==> src/rtl/cpu_ctrl_fsm_pkg.sv <==
// Shared encodings for the ARMv7-subset control unit: FSM states, datapath mux selects,
// ALU/shifter opcodes and ARM condition codes.
package cpu_ctrl_fsm_pkg;

    typedef enum logic [2:0] {
        ST_IDLE   = 3'd0,
        ST_FETCH  = 3'd1,
        ST_DECODE = 3'd2,
        ST_EXEC   = 3'd3,
        ST_WB     = 3'd4,
        ST_LINK   = 3'd5,
        ST_BRANCH = 3'd6
    } state_t;

    // PC source select
    localparam logic [1:0] PC_S_INC    = 2'b00;
    localparam logic [1:0] PC_S_BRANCH = 2'b01;

    // Shift-amount source select
    localparam logic [1:0] RS_IMM_RS    = 2'b00;
    localparam logic [1:0] RS_IMM_SHAMT = 2'b01;
    localparam logic [1:0] RS_IMM_ROT   = 2'b10;

    localparam logic       RD_S_INST  = 1'b0;
    localparam logic       RD_S_LR    = 1'b1;
    localparam logic       ALU_A_PC   = 1'b1;
    localparam logic       ALU_B_ZERO = 1'b1;

    localparam logic [3:0] ALU_OP_ADD       = 4'b0100;
    localparam logic [2:0] SHIFT_OP_ROR_IMM = 3'b111;

    // Instruction class fields
    localparam logic [1:0] OPC_DP     = 2'b00;
    localparam logic [2:0] OPC_BRANCH = 3'b101;

    localparam logic [3:0] COND_EQ = 4'b0000;
    localparam logic [3:0] COND_NE = 4'b0001;
    localparam logic [3:0] COND_CS = 4'b0010;
    localparam logic [3:0] COND_CC = 4'b0011;
    localparam logic [3:0] COND_MI = 4'b0100;
    localparam logic [3:0] COND_PL = 4'b0101;
    localparam logic [3:0] COND_VS = 4'b0110;
    localparam logic [3:0] COND_VC = 4'b0111;
    localparam logic [3:0] COND_HI = 4'b1000;
    localparam logic [3:0] COND_LS = 4'b1001;
    localparam logic [3:0] COND_GE = 4'b1010;
    localparam logic [3:0] COND_LT = 4'b1011;
    localparam logic [3:0] COND_GT = 4'b1100;
    localparam logic [3:0] COND_LE = 4'b1101;
    localparam logic [3:0] COND_AL = 4'b1110;
    localparam logic [3:0] COND_NV = 4'b1111;

    // TST/TEQ/CMP/CMN only update flags and never write a register
    function automatic logic is_compare(input logic [3:0] alu_op);
        return (alu_op[3:2] == 2'b10);
    endfunction

endpackage

==> src/rtl/arm_cond_check.sv <==
// Combinational ARM condition-field evaluator: decides whether an instruction with
// condition i_cond executes under the current {N,Z,C,V} flags.
module arm_cond_check
    import cpu_ctrl_fsm_pkg::*;
(
    input  logic [3:0] i_cond,
    input  logic [3:0] i_nzcv,
    output logic       o_pass
);

    logic w_n;
    logic w_z;
    logic w_c;
    logic w_v;

    assign {w_n, w_z, w_c, w_v} = i_nzcv;

    always_comb begin
        o_pass = 1'b0;
        case (i_cond)
            COND_EQ: o_pass = w_z;
            COND_NE: o_pass = !w_z;
            COND_CS: o_pass = w_c;
            COND_CC: o_pass = !w_c;
            COND_MI: o_pass = w_n;
            COND_PL: o_pass = !w_n;
            COND_VS: o_pass = w_v;
            COND_VC: o_pass = !w_v;
            COND_HI: o_pass = w_c && !w_z;
            COND_LS: o_pass = !w_c || w_z;
            COND_GE: o_pass = (w_n == w_v);
            COND_LT: o_pass = (w_n != w_v);
            COND_GT: o_pass = !w_z && (w_n == w_v);
            COND_LE: o_pass = w_z || (w_n != w_v);
            COND_AL: o_pass = 1'b1;
            COND_NV: o_pass = 1'b0;
        endcase
    end

endmodule

==> src/rtl/cpu_ctrl_fsm.sv <==
// Multi-cycle Moore control unit for the ARMv7-subset datapath: sequences
// fetch/decode/execute/write-back/link/branch and drives datapath enables and selects.
module cpu_ctrl_fsm
    import cpu_ctrl_fsm_pkg::*;
#(
    parameter bit COND_EN = 1'b1,
    parameter bit LINK_EN = 1'b1
) (
    input  logic        clk,
    input  logic        Rst,
    input  logic [31:0] Inst,
    input  logic [3:0]  NZCV,
    output logic        Write_PC,
    output logic        Write_IR,
    output logic        Write_Reg,
    output logic        LA,
    output logic        LB,
    output logic        LC,
    output logic        LF,
    output logic        rm_imm_s,
    output logic [1:0]  rs_imm_s,
    output logic [3:0]  ALU_OP,
    output logic [2:0]  SHIFT_OP,
    output logic        S,
    output logic [1:0]  PC_s,
    output logic        rd_s,
    output logic        ALU_A_s,
    output logic        ALU_B_s,
    output logic [2:0]  state
);

    state_t     r_state;
    state_t     w_next_state;
    logic [3:0] w_cond;
    logic       w_cond_pass;
    logic       w_unused;

    assign w_cond = COND_EN ? Inst[31:28] : COND_AL;

    arm_cond_check u_cond_check (
        .i_cond (w_cond),
        .i_nzcv (NZCV),
        .o_pass (w_cond_pass)
    );

    // NOTE: sequential state uses non-blocking assignment so every flop samples pre-edge values.
    always_ff @(posedge clk or posedge Rst) begin
        if (Rst) begin
            r_state <= ST_IDLE;
        end else begin
            r_state <= w_next_state;
        end
    end

    always_comb begin
        // NOTE: every output gets a default first so no branch of the case can infer a latch.
        w_next_state = ST_IDLE;
        Write_PC     = 1'b0;
        Write_IR     = 1'b0;
        Write_Reg    = 1'b0;
        LA           = 1'b0;
        LB           = 1'b0;
        LC           = 1'b0;
        LF           = 1'b0;
        rm_imm_s     = 1'b0;
        rs_imm_s     = RS_IMM_RS;
        ALU_OP       = 4'b0000;
        SHIFT_OP     = 3'b000;
        S            = 1'b0;
        PC_s         = PC_S_INC;
        rd_s         = RD_S_INST;
        ALU_A_s      = 1'b0;
        ALU_B_s      = 1'b0;

        case (r_state)
            ST_IDLE: begin
                w_next_state = ST_FETCH;
            end

            ST_FETCH: begin
                Write_IR     = 1'b1;
                Write_PC     = 1'b1;
                PC_s         = PC_S_INC;
                w_next_state = ST_DECODE;
            end

            ST_DECODE: begin
                LA = 1'b1;
                LB = 1'b1;
                LC = 1'b1;
                // Unrecognised encodings fall back to FETCH and behave as a NOP
                if (!w_cond_pass) begin
                    w_next_state = ST_FETCH;
                end else if (Inst[27:26] == OPC_DP) begin
                    w_next_state = ST_EXEC;
                end else if (Inst[27:25] == OPC_BRANCH) begin
                    w_next_state = (LINK_EN && Inst[24]) ? ST_LINK : ST_BRANCH;
                end else begin
                    w_next_state = ST_FETCH;
                end
            end

            ST_EXEC: begin
                LF       = 1'b1;
                ALU_OP   = Inst[24:21];
                S        = Inst[20];
                rm_imm_s = Inst[25];
                if (Inst[25]) begin
                    rs_imm_s = RS_IMM_ROT;
                    SHIFT_OP = SHIFT_OP_ROR_IMM;
                end else begin
                    rs_imm_s = Inst[4] ? RS_IMM_RS : RS_IMM_SHAMT;
                    SHIFT_OP = Inst[6:4];
                end
                w_next_state = is_compare(Inst[24:21]) ? ST_FETCH : ST_WB;
            end

            ST_WB: begin
                Write_Reg    = 1'b1;
                rd_s         = RD_S_INST;
                w_next_state = ST_FETCH;
            end

            // Return address = PC + 0 written to R14 before the branch target is loaded
            ST_LINK: begin
                ALU_A_s      = ALU_A_PC;
                ALU_B_s      = ALU_B_ZERO;
                ALU_OP       = ALU_OP_ADD;
                LF           = 1'b1;
                Write_Reg    = 1'b1;
                rd_s         = RD_S_LR;
                w_next_state = ST_BRANCH;
            end

            ST_BRANCH: begin
                Write_PC     = 1'b1;
                PC_s         = PC_S_BRANCH;
                w_next_state = ST_FETCH;
            end

            default: begin
                w_next_state = ST_IDLE;
            end
        endcase
    end

    assign state = r_state;

    // Operand/register fields are consumed by the datapath, not the controller
    assign w_unused = ^{Inst[19:7], Inst[3:0]};

endmodule

==> config.mk <==
export PLATFORM = sky130hd
export DESIGN_NAME = cpu_ctrl_fsm
export DESIGN_NICKNAME = d
export VERILOG_FILES = /design/src/rtl/cpu_ctrl_fsm_pkg.sv /design/src/rtl/arm_cond_check.sv /design/src/rtl/cpu_ctrl_fsm.sv
export SDC_FILE = /design/constraint.sdc
export NUM_CORES = 1
export LEC_CHECK = 0
export CAP_MARGIN = 10
export CELL_PAD_IN_SITES_DETAIL_PLACEMENT = 0
export CELL_PAD_IN_SITES_GLOBAL_PLACEMENT = 1
export CORE_MARGIN = 3
export CORE_UTILIZATION = 13
export DETAILED_ROUTE_END_ITERATION = 16
export HOLD_SLACK_MARGIN = 0.02
export PLACE_DENSITY = 0.71
export SETUP_SLACK_MARGIN = 0.5
export SYNTH_ARGS = -nofsm -noshare
export SYNTH_HDL_FRONTEND = slang
export SYNTH_HIERARCHICAL = 1
export SYNTH_SLANG_ARGS = --single-unit
==> constraint.sdc <==
create_clock -name clk -period 1 [get_ports clk]
set_input_delay 0.15 -clock clk [delete_from_list [all_inputs] [get_ports clk]]
set_output_delay 0.15 -clock clk [all_outputs]
set_load 0.01 [all_outputs]
==> results of run 1 <==
## cell families after synthesis
family                    after synthesis
other                                   1
AOI/OAI and AO/OA                      13
buffers and inverters                  12
muxes                                   1
DFF                                     3
and+or+nand+nor                        36
xor gates and xnor gates                4
## layout by cell type, fill, tap and decap left out, drive strengths merged, types with 3 or more instances in the layout
master,count
buf,67
a21oi,3
nor2,10
clkbuf,4
o21ai,3
xor2,3
nand2,5
nor2b,3
clkdlybuf4s50,12
inv,4
and2,4
dfrtp,3
## metal layers
layer  up-vias  wire, um
li1        389         -
met1       362       811
met2        21      1310
met3         4       130
met4         0        26
met5         -         0
## worst paths after layout
path | startpoint | end | slack [ns]
max in group asynchronous | Rst | state[2]$_DFF_PP0_ | 0.74
min reg2reg | state[0]$_DFF_PP0_ | state[0]$_DFF_PP0_ | 0.65
max reg2reg | state[2]$_DFF_PP0_ | state[0]$_DFF_PP0_ | -0.34
min in group clk | Inst[27] | state[2]$_DFF_PP0_ | 0.62
min | Rst | state[1]$_DFF_PP0_ | 0.11
max | state[1]$_DFF_PP0_ | rs_imm_s[1] | -0.52
## cell type report
| class | instances | area [sq um] | area share (%) |
|---|---|---|---|
| repair buffers | 83 | 781 | 54.6 |
| multi-input cells | 55 | 452 | 31.6 |
| flip-flops and latches | 3 | 77.6 | 5.42 |
| well taps | 46 | 57.6 | 4.02 |
| clock buffers | 4 | 45.0 | 3.15 |
| inverters | 4 | 17.5 | 1.22 |
## per-stage QoR
step	worst slack, ns	cells
after CTS	-0.503	191
after detailed placement	-1.17	170
final	-0.515	195
after floorplan	-0.478	70
after global placement	-1.14	170
after global routing	-0.559	195
## critical path, stage by stage, from the launching register on
cell     delay, ns
dfrtp_1       0.40
buf_6         0.14
and3b_2       0.24
buf_6         0.12
and2_4        0.13
buf_6         0.11
## synthesized netlist by cell type, drive strengths merged
master / count
and2b: 1
a21boi: 1
mux2i: 1
nor3: 2
o22a: 1
nor3b: 1
nand3: 1
a311oi: 1
a2111oi: 1
nand4: 1
clkbuf: 1
inv: 4
and2: 4
conb: 1
o21ai: 3
a21oi: 3
or2: 1
nor2b: 3
nand3b: 2
nand2: 5
dfrtp: 3
nor2: 10
a2bb2oi: 1
a211oi: 1
xnor2: 1
and3b: 2
nor4b: 1
o22ai: 1
buf: 7
nand2b: 2
xor2: 3
## timing repair
action                     CTS  global route
buffers inserted            17             4
gates resized for setup    163            13
setup endpoints to repair   28            28
pin swaps                   16             3
## power groups by stage
stage | clock [mW] | sequential (mW) | combinational, mW
floorplan | 0 | 0.274 | 0.664
global placement | 0 | 0.233 | 1.50
detailed placement | 0 | 0.232 | 1.50
CTS | 0.364 | 0.245 | 1.80
global route | 0.375 | 0.259 | 2.22
finish | 0.358 | 0.248 | 2.07
==> summary.txt, run 1 <==
Run status
  • Status: complete, but fails checks
  • Failing checks: setup timing

STA
  • RSZ-0062 raised after global routing: yes
  • Worst hold slack: 0.112 ns
  • Post-layout min period: 1.52 ns
  • Max Freq: 0.660 GHz
  • Final worst slack: -0.515 ns
  • Clk_skew: 0.00158 ns
  • Final period util: 152%
  • Final hold vios: 0
  • Setup TNS Final: -10.43 ns
  • Max-slew violation count: 0
  • Final setup viols: 27

Yosys
  • Synth Area in Adders: 0%
  • Synth Area in XOR/XNOR: 7.12%
  • Synthesis Warnings: 6
  • Synth Area in Compound Gates: 17.8%
  • Syn Area/Cell: 7.02 sq um
  • Largest cells by area after synthesis: dfrtp_1, buf_4, nor2_1
  • Register bit total from synthesis: 3
  • Mux share of post-synthesis cell area: 2.04%
  • Synth top area share: 15.3%
  • Largest area contributor in the netlist: dfrtp_1
  • Gate Count Post-Synth: 70
  • Simple logic cell fraction of the synthesized area: 42.5%
  • Syn Nets: 108
  • Sequential area share after synthesis: 15.3%
  • Cell variety after synth: 33
  • Largest family of logic cells by synthesized area: simple AND/OR/NAND/NOR gates
  • Post-synth design cell area: 492 sq um

Detailed routing
  • WL/cell: 11.7 um
  • DRT Wirelength: 2280 um
  • DRT iter0 DRCs: 41
  • Vias per cell: 3.98
  • Via Count: 776
  • # DRC: 0
  • 1st-pass router iterations: 3
  • Final ANT Viol Nets: 0

Die
  • Initial core utilization: 14.1%
  • # IOs: 64
  • # rows: 21
  • Die area: 4560 sq um
  • Die X: 67.5 um
  • Core area: 3490 sq um
  • Die Y: 67.5 um

Hold path
  • Worst Hold Class: input pin to asynchronous set/reset pin

Worst setup path
  • Startpoint types: flip-flop
  • Arrival @ worst endpoint: 1.37 ns
  • Critical path type: flip-flop to primary output
  • Worst-path fanout max: 5
  • WP data required: 0.85 ns
  • Worst Reg2Reg Path Length in Cells: 5
  • Worst setup EP type: primary output

Clock tree
  • CTS sink count: 3
  • Total number of H-tree levels: 1
  • Clock tree buffer depth: 2
  • CTS Buf Count: 3
  • TritonCTS clock tree: done
  • Reg clk slew, reported paths: 0.03 ns
  • Clock Latency Late Sink: 0.22 ns
  • Hold-fix buffers, CTS: 0
  • CTS root buffer: clkbuf_8

Power and ir drop
  • Flop pwr share: 9.3%
  • Leak pwr: 0.699 nW
  • Logic pwr share: 77.3%
  • Worst-case vdd ir drop: 679 uV
  • Net Switching: 0.950 mW
  • PwrDens: 1870 nW/um^2
  • Sw frac: 35.5%
  • Overall power: 2.68 mW
  • Internal power: 1.73 mW
  • Clk network pwr share: 13.4%

Global route
  • Met1 Usage GRT: 10.9%
  • First-pass GRT wire length: 3610 um
  • GRT overflow: 0
  • Vias in the first global route: 795
  • Maximum number of pins on one net before global-route repair: 7
  • Met2 GRT Util: 19.6%
  • Met3 Usage GRT: 3.33%
  • Global route hottest layer: met2
  • Initial antenna violation count: 0
  • Total global-route track usage: 10.5%

Layout
  • Layout cell share with drive strength beyond 1: 67.1%
  • Antenna diodes: 0
  • Fin util: 40.9%
  • Area growth from synthesis to layout: 191%
  • Fillers: 339
  • Nets@finish: 188
  • Max reg flops: 3
  • Final Cell Area: 1430 sq um

Placed design
  • Port bufs: 45
  • GP Congestion: 0.692
  • Placed cell area: 1130 sq um
  • Hpwl dp: 1570 um

Flow run
  • Max Cap Violations: 0
Note: power is estimated with default switching activity, not from simulation.
==> run 2: changes to the inputs <==
- SKIP_CTS_REPAIR_TIMING: default -> 1
==> run 2 against run 1 <==
Compared with the run above:
- the flow still finishes with violations (setup timing)
- final cell count shrank 3.6%
- flip-flop and latch count unchanged
- die area unchanged
- first-iteration DRC count is 68% lower
- clock skew barely moved
- clock-buffer cell count is the same
- utilization fell by 2.3 points
- combinational power fell by 15%
- non-clock buffer count is 7 lower
- maximum frequency increased by 1.5%
- sequential power is 4% lower
- highest routed layer unchanged
==> summary.txt, run 2 (synthesized netlist as in run 1, its figures left out) <==
STA
  • Worst hold slack: 0.111 ns (-0.00184 ns)
  • Max Freq: 0.670 GHz (+1.5%)
  • Max-slew violation count: 0 (unchanged)
  • Post-layout min period: 1.49 ns (-0.0229 ns)
  • Clk_skew: 0.00155 ns (-0.0000264 ns)
  • Final hold vios: 0 (unchanged)
  • Final worst slack: -0.493 ns (+0.0229 ns)
  • Final setup viols: 28 (+3.7%)
  • Setup TNS Final: -9.49 ns (+0.943 ns)
  • RSZ-0062 raised after global routing: yes
  • Final period util: 149% (-2.3 points)

Power and ir drop
  • Clk network pwr share: 15.3% (+1.9 points)
  • Internal power: 1.46 mW (-16%)
  • Net Switching: 0.889 mW (-6.4%)
  • Worst-case vdd ir drop: 717 uV (+5.6%)
  • Sw frac: 37.9% (+2.4 points)
  • Leak pwr: 0.691 nW (-1.2%)
  • PwrDens: 1740 nW/um^2 (-7.2%)
  • Logic pwr share: 74.5% (-2.8 points)
  • Flop pwr share: 10.2% (+0.9 points)

Layout
  • Max reg flops: 3 (unchanged)
  • Final Cell Area: 1350 sq um (-5.6%)
  • Final Non-Filler Cells: 188 (-3.6%)
  • Most frequent cells in the layout: buf_6, buf_4, clkdlybuf4s50_1
  • Area of the multi-input gates: 470 sq um (+4.2%)
  • Layout cell share with drive strength beyond 1: 66.2% (-0.92 points)
  • FF+latch area: 77.6 sq um (unchanged)
  • Nets@finish: 181 (-3.7%)
  • Area growth from synthesis to layout: 175%
  • Antenna diodes: 0 (unchanged)
  • Fillers: 354 (+4.4%)

Detailed routing
  • Vias per cell: 3.99 (+0.38%)
  • DRT Wirelength: 2230 um (-2.0%)
  • Final ANT Viol Nets: 0 (unchanged)
  • Via Count: 751 (-3.2%)
  • DRT iter0 DRCs: 13 (-68%)
  • WL/cell: 11.9 um (+1.6%)
  • 1st-pass router iterations: 3 (unchanged)
  • # DRC: 0 (unchanged)

Global route
  • GRT overflow: 0 (unchanged)
  • Initial antenna violation count: 0 (unchanged)
  • First-pass GRT wire length: 3040 um (-16%)
  • Vias in the first global route: 667 (-16%)
  • Total global-route track usage: 8.88% (-1.7 points)
  • Maximum number of pins on one net before global-route repair: 9 (+2)

Die
  • # IOs: 64 (unchanged)
  • Die area: 4560 sq um (unchanged)
  • Die Y: 67.5 um (unchanged)
  • Die X: 67.5 um (unchanged)
  • Core area: 3490 sq um (unchanged)
  • # rows: 21 (unchanged)
  • Initial core utilization: 14.1% (unchanged)

Placed design
  • Placed cell count: 170 (unchanged)
  • Placed cell area: 1130 sq um (unchanged)
  • Dpl ws: -1.17 ns (unchanged)
  • Hpwl dp: 1570 um (unchanged)
  • Port bufs: 45 (unchanged)
  • GP Congestion: 0.692 (unchanged)

Worst setup path
  • Slowest CP cell: a2111oi_2
  • Arrival @ worst endpoint: 1.64 ns (+0.27 ns)
  • Worst setup EP type: flip-flop
  • WP data required: 1.15 ns (+0.30 ns)
  • Startpoint types: input pin
  • Worst-path fanout max: 2 (-3)
  • Critical path type: input pin to flip-flop
  • CP cell instances: buf_8 -> xor2_4 -> xor2_2 -> a2111oi_2 -> a311oi_1 -> o22ai_1 -> nor2b_4 -> nand4_1 -> buf_4 -> nand3_2
  • Crit-path max cell delay: 0.29 ns (-0.11 ns)
  • Reg2Reg Setup Slack: -0.36 ns (-0.02 ns)

Clock tree
  • CTS root buffer: clkbuf_8
  • Clock tree buffer depth: 2 (unchanged)
  • CTS Buf Count: 3 (unchanged)
  • Total number of H-tree levels: 1 (unchanged)
  • CTS sink count: 3 (unchanged)
  • Reg clk slew, reported paths: 0.03 ns (about the same)
  • Clock Latency Late Sink: 0.22 ns (about the same)
  • TritonCTS clock tree: done

Run status
  • Status: complete, but fails checks
  • Failing checks: setup timing

Hold path
  • Worst Hold Class: input pin to asynchronous set/reset pin

Flow run
  • Max Cap Violations: 0 (unchanged)
## run 2: cell types whose count changed in the layout (fill, tap and decap cells not counted), moves of 2 or more
cell / previous run / this run
buf_6: 33 / 23
clkbuf_2: 0 / 5
dlymetal6s2s_1: 0 / 4
buf_2: 10 / 8
dlygate4sd2_1: 2 / 0
## run 2: per-layer routing
metal,wire (um),vias to the layer above,GRT usage (%),share of wire (%)
met5,0,-,0,0
met4,26,0,3.80,1.2
met3,140,5,3.49,6.3
met2,1270,21,14.7,57
met1,796,352,10.0,36
li1,-,373,-,-
## run 2: final cells by class
class / count / share of cell area (%)
well taps: 46 / 4.26
inverters: 4 / 1.30
flip-flops and latches: 3 / 5.75
repair buffers: 76 / 50.5
clock buffers: 4 / 3.34
multi-input cells: 55 / 34.8
## run 2: metrics by stage
step           util (%)  power [mW]
6_report           38.6        2.35
5_1_grt            38.6        2.50
4_1_cts            33.6        2.11
3_5_place_dp       32.3        1.74
3_3_place_gp       32.3        1.73
2_1_floorplan         -       0.938
## run 2: final timing paths
kind	cells past startpoint	start	end
min in group clk	2	state[0]$_DFF_PP0_	state[0]$_DFF_PP0_
setup / recovery	10	NZCV[0]	state[2]$_DFF_PP0_
hold reg to reg	2	state[0]$_DFF_PP0_	state[0]$_DFF_PP0_
setup reg to reg	6	state[0]$_DFF_PP0_	state[2]$_DFF_PP0_
hold / removal	2	Rst	state[1]$_DFF_PP0_
max in group asynchronous	2	Rst	state[2]$_DFF_PP0_
## run 2: power by group through the flow
| stage | logic, mW | registers (mW) | clock network (mW) |
|---|---|---|---|
| floorplan | 0.664 | 0.274 | 0 |
| global placement | 1.50 | 0.233 | 0 |
| detailed placement | 1.50 | 0.232 | 0 |
| CTS | 1.51 | 0.231 | 0.364 |
| global route | 1.88 | 0.248 | 0.375 |
| finish | 1.75 | 0.239 | 0.359 |
## run 2: worst max-delay path: cells and delay by family
family / cells / cell delay, ns
compound gates: 3 / 0.51
xor+xnor: 2 / 0.36
simple gates: 3 / 0.33
buf+inv: 2 / 0.28
==> run 3: changes to the inputs <==
- CORE_UTILIZATION: 13 -> 15
- PLACE_DENSITY: 0.71 -> 0.78
- clock period: 1 -> 1.43 ns (I/O delays scaled with it)
==> run 3 against run 2 <==
Compared with the run above:
- the run still ends with setup timing left
- combinational power down 28%
- final cell count shrank 2.1%
- die area is 12% lower
- flip-flop and latch count is the same
- hold slack improved by 0.023 ns
- first-iteration DRC count grew 31%
==> summary.txt, run 3 (synthesized netlist as in run 1, its figures left out) <==
Run status
  • Status: complete, but fails checks
  • Failing checks: setup timing

STA
  • RSZ-0062 raised after global routing: yes
  • Final hold vios: 0 (unchanged)
  • Final setup viols: 12 (-57%)
  • Worst hold slack: 0.133 ns (+0.0227 ns)
  • Clk_skew: 0.00402 ns (+0.00247 ns)
  • Setup TNS Final: -1.44 ns (+8.05 ns)
  • Final period util: 118%
  • Max Freq: 0.593 GHz
  • Max-slew violation count: 0 (unchanged)
  • Post-layout min period: 1.69 ns
  • Final worst slack: -0.256 ns (+0.236 ns)

Placed design
  • Placed cell count: 167 (-1.8%)
  • Dpl ws: -0.833 ns (+0.339 ns)
  • Placed cell area: 1120 sq um (-0.89%)
  • GP Congestion: 0.725 (+4.7%)
  • Port bufs: 45 (unchanged)
  • Hpwl dp: 1480 um (-6.3%)

Layout
  • Final Non-Filler Cells: 184 (-2.1%)
  • Fin util: 42.2% (+3.6 points)
  • Antenna diodes: 0 (unchanged)
  • Most frequent cells in the layout: buf_6, buf_4, clkdlybuf4s50_1
  • Max reg flops: 3 (unchanged)
  • Nets@finish: 179 (-1.1%)
  • Area growth from synthesis to layout: 164%
  • Layout cell share with drive strength beyond 1: 64.3% (-1.9 points)
  • Most common cell after layout, fill and taps aside: buf_6
  • Fillers: 312 (-12%)
  • FF+latch area: 77.6 sq um (unchanged)
  • Final Cell Area: 1300 sq um (-3.7%)
  • Area of the multi-input gates: 452 sq um (-4.0%)

Worst setup path
  • Worst setup EP type: primary output
  • Reg2Reg Setup Slack: 0.07 ns (+0.43 ns)
  • Crit-path max cell delay: 0.39 ns (+0.10 ns)
  • CP Buf/Inv Count: 4 (+2)
  • Cell family with most CP delay: buffers and inverters
  • Startpoint types: flip-flop
  • R2R Path Start: state[0]$_DFF_PP0_
  • Reg2Reg Capture Point: state[0]$_DFF_PP0_
  • Worst Reg2Reg Path Length in Cells: 5 (-1)
  • CP cell instances: buf_6 -> and3b_2 -> buf_6 -> buf_6 -> and2_4 -> buf_6
  • Slowest CP cell: dfrtp_1
  • Arrival @ worst endpoint: 1.47 ns (-0.17 ns)
  • Critical path type: flip-flop to primary output
  • Critical Path Start: state[1]$_DFF_PP0_
  • WP data required: 1.22 ns (+0.07 ns)
  • Cell count along the critical path: 6 (-4)
  • Top cell by count, worst path: buf_6
  • End point of the critical path: rm_imm_s
  • Worst-path fanout max: 5 (+3)

Die
  • # rows: 20 (-4.8%)
  • Die Y: 63.3 um (-6.3%)
  • Die X: 63.3 um (-6.3%)
  • Die area: 4000 sq um (-12%)
  • Initial core utilization: 16.0% (+1.9 points)
  • # IOs: 64 (unchanged)
  • Core area: 3080 sq um (-12%)

Clock tree
  • CTS Buf Count: 3 (unchanged)
  • CTS root buffer: clkbuf_4
  • Reg clk slew, reported paths: 0.04 ns (about the same)
  • Clock tree buffer depth: 2 (unchanged)
  • Total number of H-tree levels: 1 (unchanged)
  • Clock Latency Late Sink: 0.25 ns (+0.03 ns)
  • CTS sink count: 3 (unchanged)
  • TritonCTS clock tree: done

Global route
  • First-pass GRT wire length: 3000 um (-1.3%)
  • Total global-route track usage: 9.41% (+0.53 points)
  • Vias in the first global route: 670 (+0.45%)
  • Initial antenna violation count: 0 (unchanged)
  • Maximum number of pins on one net before global-route repair: 9 (unchanged)
  • GRT overflow: 0 (unchanged)

Detailed routing
  • Vias per cell: 4.02 (+0.54%)
  • # DRC: 0 (unchanged)
  • 1st-pass router iterations: 4 (+1)
  • DRT iter0 DRCs: 17 (+4)
  • WL/cell: 11.1 um (-6.3%)
  • Via Count: 739 (-1.6%)
  • Final ANT Viol Nets: 0 (unchanged)
  • DRT Wirelength: 2040 um (-8.3%)

Hold path
  • Worst Hold Class: input pin to asynchronous set/reset pin

Power and ir drop
  • Worst-case vdd ir drop: 456 uV (-36%)
  • PwrDens: 1210 nW/um^2 (-30%)
  • Leak pwr: 0.672 nW (-2.8%)
  • Overall power: 1.58 mW (-33%)

Flow run
  • Max Cap Violations: 0 (unchanged)
## run 3: changes by cell type in the layout (fill, tap and decap cells not counted), sizes merged
cell | before | now
clkbuf | 9 | 6
clkdlybuf4s50 | 12 | 11
buf | 55 | 57
## run 3: layer usage
metal / GRT usage (%) / vias up / routed length, um
met3: 3.21 / 3 / 124
met4: 3.23 / 0 / 17
li1: - / 369 / -
met2: 16.3 / 25 / 1110
met5: 0 / - / 0
met1: 10.7 / 342 / 789
## run 3: power breakdown
group	internal (mW)	switching (mW)	leakage [nW]
Sequential	0.121	0.0388	0.0344
Combinational	0.741	0.516	0.622
Clock	0.105	0.0538	0.0150
Total	0.967	0.609	0.672
## run 3: worst min-delay path by stage
stage / start / to / slack [ns]
floorplan: Rst / state[1]$_DFF_PP0_ / -0.03
global placement: Rst / state[1]$_DFF_PP0_ / 0.39
detailed placement: Rst / state[1]$_DFF_PP0_ / 0.40
CTS: Rst / state[0]$_DFF_PP0_ / 0.13
global route: Rst / state[0]$_DFF_PP0_ / 0.13
finish: Rst / state[0]$_DFF_PP0_ / 0.13
## run 3: worst register-to-register path, delay by kind of cell, from the launching register on
kind | cells | cell delay (ns)
flops | 1 | 0.42
simple gates | 2 | 0.35
buf+inv | 2 | 0.31
compound gates | 1 | 0.16
## run 3: cell type report
class / count / share of cell area, %
Tap cell: 44 / 4.23
Inverter: 4 / 1.15
Sequential cell: 3 / 5.97
Clock buffer: 4 / 2.02
Multi-Input combinational cell: 55 / 34.7
Timing Repair Buffer: 74 / 51.9
